<file path="config.mk">
export PLATFORM = sky130hd
export DESIGN_NAME = pipelined_regfile_scoreboard_flat
export DESIGN_NICKNAME = d
export VERILOG_FILES = /design/src/rtl/pipelined_regfile_scoreboard_if.sv /design/src/rtl/pipelined_regfile_scoreboard.sv /design/src/flat_wrapper.sv
export SDC_FILE = /design/constraint.sdc
export NUM_CORES = 1
export LEC_CHECK = 0
export BUFFER_PORTS_ARGS = -buffer_cell sky130_fd_sc_hd__buf_2
export CAP_MARGIN = 10
export CORE_MARGIN = 3
export CORE_UTILIZATION = 58
export CTS_CLUSTER_SIZE = 8
export DETAILED_ROUTE_END_ITERATION = 8
export PLACE_DENSITY_LB_ADDON = 0.05
export SYNTH_ARGS = -nofsm -noshare
export SYNTH_HDL_FRONTEND = slang
export SYNTH_SLANG_ARGS = --single-unit
</file>
<file path="constraint.sdc">
create_clock -name clk -period 4.7 [get_ports clk]
set_clock_uncertainty 0.05 [all_clocks]
set_input_delay 0.47 -clock clk [delete_from_list [all_inputs] [get_ports clk]]
set_output_delay 0.47 -clock clk [all_outputs]
set_load 0.1 [all_outputs]
</file>
<file path="src/rtl/pipelined_regfile_scoreboard_if.sv">
// Register file bundle: issue, read ports, flush and writeback.
// master = pipeline side, slave = register file side.
interface pipelined_regfile_scoreboard_if #(
  parameter int DSIZE  = 16,
  parameter int ASIZE  = 4,
  parameter int NREAD  = 2,
  parameter int WB_LAT = 3
);
  localparam int IW = $clog2(WB_LAT + 1);

  logic                   issue_valid;
  logic                   issue_wen;
  logic [ASIZE-1:0]       issue_waddr;
  logic                   issue_link;
  logic [NREAD-1:0]       ren;
  logic [NREAD*ASIZE-1:0] raddr;
  logic [NREAD*DSIZE-1:0] rdata;
  logic                   stall;
  logic                   flush;
  logic                   wb_valid;
  logic [ASIZE-1:0]       wb_waddr;
  logic [DSIZE-1:0]       wb_wdata;
  logic [IW-1:0]          inflight;
  logic                   wb_err;

  modport master (
    output issue_valid, issue_wen,
    output issue_waddr, issue_link,
    output ren, raddr, flush,
    output wb_valid, wb_waddr, wb_wdata,
    input  rdata, stall,
    input  inflight, wb_err
  );

  modport slave (
    input  issue_valid, issue_wen,
    input  issue_waddr, issue_link,
    input  ren, raddr, flush,
    input  wb_valid, wb_waddr, wb_wdata,
    output rdata, stall,
    output inflight, wb_err
  );
endinterface

</file>
<file path="src/rtl/pipelined_regfile_scoreboard.sv">
// Register file with in-flight write scoreboard, RAW stall and flush.
// Optional PRF_WB_BYPASS_EN: writeback-to-read bypass, shorter window.
module pipelined_regfile_scoreboard #(
  parameter int DSIZE       = 16,
  parameter int ASIZE       = 4,
  parameter int NREAD       = 2,
  parameter int WB_LAT      = 3,
  parameter int FLUSH_DEPTH = 2,
  parameter int LINK_REG    = 15,
  parameter int ZERO_R0     = 0
) (
  input logic clk,
  input logic rst,
  pipelined_regfile_scoreboard_if.slave bus
);
  localparam int NREG = 2 ** ASIZE;
  localparam int IW   = $clog2(WB_LAT + 1);
`ifdef PRF_WB_BYPASS_EN
  localparam int CHK = WB_LAT - 1;
  localparam bit BYP = 1'b1;
`else
  localparam int CHK = WB_LAT;
  localparam bit BYP = 1'b0;
`endif

  typedef struct packed {
    logic             v;
    logic [ASIZE-1:0] a;
  } slot_t;

  slot_t            sb [WB_LAT];
  logic [DSIZE-1:0] rf [NREG];
  logic [ASIZE-1:0] dest;
  logic             r0_dest;
  logic             accept;
  logic             new_v;
  logic             wb_we;
  logic             wb_bad;
  logic             err_q;
  logic [NREAD-1:0] hit;
  logic [IW-1:0]    cnt;

  assign dest    = bus.issue_link ?
                   ASIZE'(LINK_REG) :
                   bus.issue_waddr;
  assign r0_dest = (ZERO_R0 != 0) &&
                   (dest == '0);
  assign accept  = bus.issue_valid &
                   ~bus.stall &
                   ~bus.flush;
  assign new_v   = accept & ~r0_dest &
                   (bus.issue_wen |
                    bus.issue_link);

  assign wb_we = bus.wb_valid &
                 ~((ZERO_R0 != 0) &&
                   (bus.wb_waddr == '0));

  assign wb_bad =
    (bus.wb_valid != sb[WB_LAT-1].v) |
    (bus.wb_valid & sb[WB_LAT-1].v &
     (bus.wb_waddr != sb[WB_LAT-1].a));

  for (genvar i = 0; i < NREAD; i++) begin : g_rd
    logic [ASIZE-1:0] ra;
    logic             byp;
    logic             h;

    assign ra  = bus.raddr[i*ASIZE +: ASIZE];
    assign byp = BYP && bus.wb_valid &&
                 (bus.wb_waddr == ra);

    // Pending-write lookup over the checked slot window.
    always_comb begin
      h = 1'b0;
      for (int j = 0; j < CHK; j++)
        if (sb[j].v && sb[j].a == ra)
          h = 1'b1;
    end

    assign hit[i] = h & bus.ren[i];
    assign bus.rdata[i*DSIZE +: DSIZE] =
      ((ZERO_R0 != 0) && (ra == '0)) ? '0 :
      byp ? bus.wb_wdata : rf[ra];
  end

  // Count of live scoreboard slots.
  always_comb begin
    cnt = '0;
    for (int j = 0; j < WB_LAT; j++)
      cnt = cnt + IW'(sb[j].v);
  end

  assign bus.stall    = |hit;
  assign bus.inflight = cnt;
  assign bus.wb_err   = err_q;

  // Shift line: new issue enters, flush kills the young slots.
  always_ff @(posedge clk) begin
    if (rst) begin
      for (int j = 0; j < WB_LAT; j++)
        sb[j] <= '0;
    end else begin
      sb[0] <= {new_v, dest};
      for (int j = 1; j < WB_LAT; j++) begin
        sb[j].v <= sb[j-1].v &
                   ~(bus.flush &
                     (j < FLUSH_DEPTH));
        sb[j].a <= sb[j-1].a;
      end
    end
  end

  // Register array writeback.
  always_ff @(posedge clk) begin
    if (rst) begin
      for (int k = 0; k < NREG; k++)
        rf[k] <= '0;
    end else if (wb_we) begin
      rf[bus.wb_waddr] <= bus.wb_wdata;
    end
  end

  // Sticky writeback-vs-scoreboard error.
  always_ff @(posedge clk) begin
    if (rst)
      err_q <= 1'b0;
    else if (wb_bad)
      err_q <= 1'b1;
  end
endmodule

</file>
<file path="src/flat_wrapper.sv">
// flat-port wrapper written by rule: the top's interface ports become plain ports
module pipelined_regfile_scoreboard_flat 
#(
  parameter int DSIZE       = 16,
  parameter int ASIZE       = 4,
  parameter int NREAD       = 2,
  parameter int WB_LAT      = 3,
  parameter int FLUSH_DEPTH = 2,
  parameter int LINK_REG    = 15,
  parameter int ZERO_R0     = 0
)
  (clk, rst, bus_issue_valid, bus_issue_wen, bus_issue_waddr, bus_issue_link, bus_ren, bus_raddr, bus_flush, bus_wb_valid, bus_wb_waddr, bus_wb_wdata, bus_rdata, bus_stall, bus_inflight, bus_wb_err);
  pipelined_regfile_scoreboard_if #(.DSIZE(DSIZE), .ASIZE(ASIZE), .NREAD(NREAD), .WB_LAT(WB_LAT)) bus_i ();
  input logic clk;
  input logic rst;
  input wire logic [$bits(bus_i.issue_valid)-1:0] bus_issue_valid;
  input wire logic [$bits(bus_i.issue_wen)-1:0] bus_issue_wen;
  input wire logic [$bits(bus_i.issue_waddr)-1:0] bus_issue_waddr;
  input wire logic [$bits(bus_i.issue_link)-1:0] bus_issue_link;
  input wire logic [$bits(bus_i.ren)-1:0] bus_ren;
  input wire logic [$bits(bus_i.raddr)-1:0] bus_raddr;
  input wire logic [$bits(bus_i.flush)-1:0] bus_flush;
  input wire logic [$bits(bus_i.wb_valid)-1:0] bus_wb_valid;
  input wire logic [$bits(bus_i.wb_waddr)-1:0] bus_wb_waddr;
  input wire logic [$bits(bus_i.wb_wdata)-1:0] bus_wb_wdata;
  output wire logic [$bits(bus_i.rdata)-1:0] bus_rdata;
  output wire logic [$bits(bus_i.stall)-1:0] bus_stall;
  output wire logic [$bits(bus_i.inflight)-1:0] bus_inflight;
  output wire logic [$bits(bus_i.wb_err)-1:0] bus_wb_err;
  assign bus_i.issue_valid = bus_issue_valid;
  assign bus_i.issue_wen = bus_issue_wen;
  assign bus_i.issue_waddr = bus_issue_waddr;
  assign bus_i.issue_link = bus_issue_link;
  assign bus_i.ren = bus_ren;
  assign bus_i.raddr = bus_raddr;
  assign bus_i.flush = bus_flush;
  assign bus_i.wb_valid = bus_wb_valid;
  assign bus_i.wb_waddr = bus_wb_waddr;
  assign bus_i.wb_wdata = bus_wb_wdata;
  assign bus_rdata = bus_i.rdata;
  assign bus_stall = bus_i.stall;
  assign bus_inflight = bus_i.inflight;
  assign bus_wb_err = bus_i.wb_err;
  pipelined_regfile_scoreboard #(.DSIZE(DSIZE), .ASIZE(ASIZE), .NREAD(NREAD), .WB_LAT(WB_LAT), .FLUSH_DEPTH(FLUSH_DEPTH), .LINK_REG(LINK_REG), .ZERO_R0(ZERO_R0)) u_core (.clk(clk), .rst(rst), .bus(bus_i));
endmodule
</file>
==> impl_metrics.env <==
export IMPL_outcome="completed"
export IMPL_arrival_ns=2.71
export IMPL_cts_root_buf="clkbuf_16"
export IMPL_ir_worst_vdd_v=0.000283
export IMPL_drive_above_1_share_pct=28.9
export IMPL_yosysSeqAreaShare_pct=55.9
export IMPL_fmax_ghz=0.310
export IMPL_worst_hold_path_type="in2reg"
export IMPL_core_um2=23900
export IMPL_ioPinCount=77
export IMPL_drcViolationCount=0
export IMPL_ys_warn_count=0
export IMPL_powerDensity_nw_per_um2=397
export IMPL_cts_max_level=2
export IMPL_insertion_delay_ns=0.51
export IMPL_fin_crit_sh_pct=68.7
export IMPL_post_cts_buffers=0
export IMPL_viasPerCell=6.64
export IMPL_setup_viol=0
export IMPL_synth_cell_types=32
export IMPL_die_area_um2=26600
export IMPL_max_cap_viol_count=0
export IMPL_clock_sinks=272
export IMPL_hold_ws_ns=0.143
export IMPL_worstSetupStartpointType="input port"
export IMPL_firstDrtPassIters=5
export IMPL_via_count=8984
export IMPL_numCtsBuffers=39
export IMPL_synth_area_per_cell_um2=15.0
export IMPL_grt_pass1_vias=9698
export IMPL_setup_slack_ns=1.47
export IMPL_dp_slack_ns=1.48
export IMPL_slew_violations=0
export IMPL_cts_tree="yes"
export IMPL_hold_viol=0
export IMPL_n_antenna_cell=0
export IMPL_crit_fanout=28
export IMPL_antenna_left=0
export IMPL_final_cells=1353
export IMPL_floorplan_initialDensity_pct=60.0
export IMPL_slew_limit_headroom_pct=33.3
export IMPL_grt_use_total_pct=30.7
export IMPL_path_clk_slew_ns=0.05
export IMPL_ys_ff_latch=272
export IMPL_placed_cells=1297
export IMPL_cts_resized=0
export IMPL_syn_cell_area_um2=14300
export IMPL_wl_per_cell_um=29.2
export IMPL_clock_tree_buffer_depth=3
export IMPL_dpl_hpwl_mm=24.9
export IMPL_cts_hold_buffers_added=0
export IMPL_syn_to_final_growth_pct=11.8
export IMPL_nFillCells=1699
export IMPL_critical_path_class="in2out"
export IMPL_worstPathRequired_ns=4.18
export IMPL_rsz0062_at_grt="false"
export IMPL_crit_path_end_kind="primary output"
export IMPL_synth_top_area_cell="edfxtp_1"
export IMPL_grt_pass1_wl_mm=59.3
export IMPL_drtIter0Drc=877
export IMPL_die_h_um=163
export IMPL_p_leak_nw=5.75
export IMPL_die_w_um=163
export IMPL_ys_top_cells_by_area="edfxtp_1 54%, mux4_2 20%, and2_1 11%"
export IMPL_place_gp_congestion=0.986
export IMPL_drt_total_wl_mm=39.5
export IMPL_antenna_found_initial=4
export IMPL_min_period_ns=3.23
export IMPL_yosysTopAreaCellShare_pct=53.7
export IMPL_syn_nets=1000
export IMPL_port_buffers=76
export IMPL_worst_slew_pin_slew_ns=1.00
export IMPL_grt_overflow=0
export IMPL_fin_tns_setup_ns=0
export IMPL_fin_nets=1062
export IMPL_row_count=56
export IMPL_grt_max_degree=38
export IMPL_fin_util_pct=67.1
export IMPL_postSynthCellCount=957
==> critical path, stage by stage <==
cell     delay (ns)
buf_4          0.46
buf_4          0.29
mux4_2         0.51
a22oi_1        0.38
nand2_1        0.20
buf_2          0.35
==> power breakdown <==
part,switching [W],internal [W],leakage [nW]
logic,0.000657,0.000297,2.65
registers,0.0000748,0.00279,2.57
clock network,0.000968,0.00157,0.523
==> worst paths after layout <==
kind,startpoint,end,slack [ns],depth (start not counted)
max,bus_raddr[4],bus_rdata[29],1.47,6
min,bus_issue_waddr[0],u_core.sb[0][0]$_SDFF_PP0_,0.14,3
max reg2reg,u_core.sb[2][0]$_SDFF_PP0_,u_core.sb[0][4]$_SDFF_PP0_,3.12,5
min reg2reg,u_core.sb[1][1]$_SDFF_PP0_,u_core.sb[2][1]$_SDFF_PP0_,0.46,1
==> layer usage <==
layer,track usage [%],vias to the layer above,share of wire (%)
met5,0,-,0.12
met4,13.4,8,4.2
met3,8.14,118,11
met2,48.4,589,48
met1,41.0,4510,37
li1,-,3759,-
==> placed cells by master (no fill, tap or decap), types with 2 or more instances in the layout <==
cell type,count
xor2_1,22
nand4_1,6
dfxtp_1,16
buf_12,2
nor2_1,23
buf_4,30
nor2b_1,14
mux4_2,128
buf_2,74
nand2_1,36
nor3_1,6
and2_1,259
edfxtp_1,256
nand2b_1,3
xnor2_1,6
nand3_1,2
clkbuf_1,15
a22oi_1,64
nor2_4,3
or2_2,16
nor3_2,3
clkbuf_16,41
==> cell families after synthesis <==
family                     Yosys count  synth area share [%]
DFF                                272                  55.9
muxes                              128                  20.1
and+or+nand+nor                    376                  15.6
buffers and inverters               85                  2.95
xor gates and xnor gates            28                  1.71
adders and majority gates            2                 0.227
AOI/OAI and AO/OA                   66                  3.45
==> state kept, by name, indices dropped and copies added (netlist names) <==
signal,count
u_core.rf,256
u_core.bus.wb_err,1
u_core.sb,15
==> Yosys cell counts <==
| master | n |
|---|---|
| clkbuf_1 | 47 |
| buf_4 | 1 |
| o41ai_1 | 1 |
| nand2_1 | 36 |
| dfxtp_1 | 16 |
| or2_2 | 16 |
| ha_1 | 1 |
| nor3_2 | 3 |
| buf_1 | 2 |
| nand2b_1 | 3 |
| buf_2 | 25 |
| buf_6 | 9 |
| nor3_4 | 1 |
| a22oi_1 | 64 |
| nor3_1 | 6 |
| xnor2_1 | 6 |
| edfxtp_1 | 256 |
| nand3_1 | 2 |
| nand4_1 | 6 |
| nand3b_1 | 1 |
| and2_1 | 259 |
| nor2b_1 | 14 |
| a21oi_1 | 1 |
| nor2_1 | 23 |
| nor4b_1 | 1 |
| fa_1 | 1 |
| xor2_1 | 22 |
| clkbuf_2 | 1 |
| or3_4 | 1 |
| mux4_2 | 128 |
| and4_1 | 1 |
| nor2_4 | 3 |
==> stage by stage <==
stage	cell area [µm²]	power [W]
3_3_place_gp	14900	0.00384
5_1_grt	16000	0.00654
4_1_cts	16000	0.00637
3_5_place_dp	14900	0.00386
2_1_floorplan	14300	0.00361
6_report	16000	0.00636
==> final cells by class <==
| type | instances | area (µm²) | share of cell area (%) |
|---|---|---|---|
| clock buffer | 56 | 1080 | 6.76 |
| multi-input combinational | 600 | 5900 | 36.8 |
| sequential | 272 | 8010 | 50.0 |
| tap | 319 | 399 | 2.49 |
| timing repair buffer | 106 | 636 | 3.97 |
Note: power is estimated with default switching activity, not from simulation.
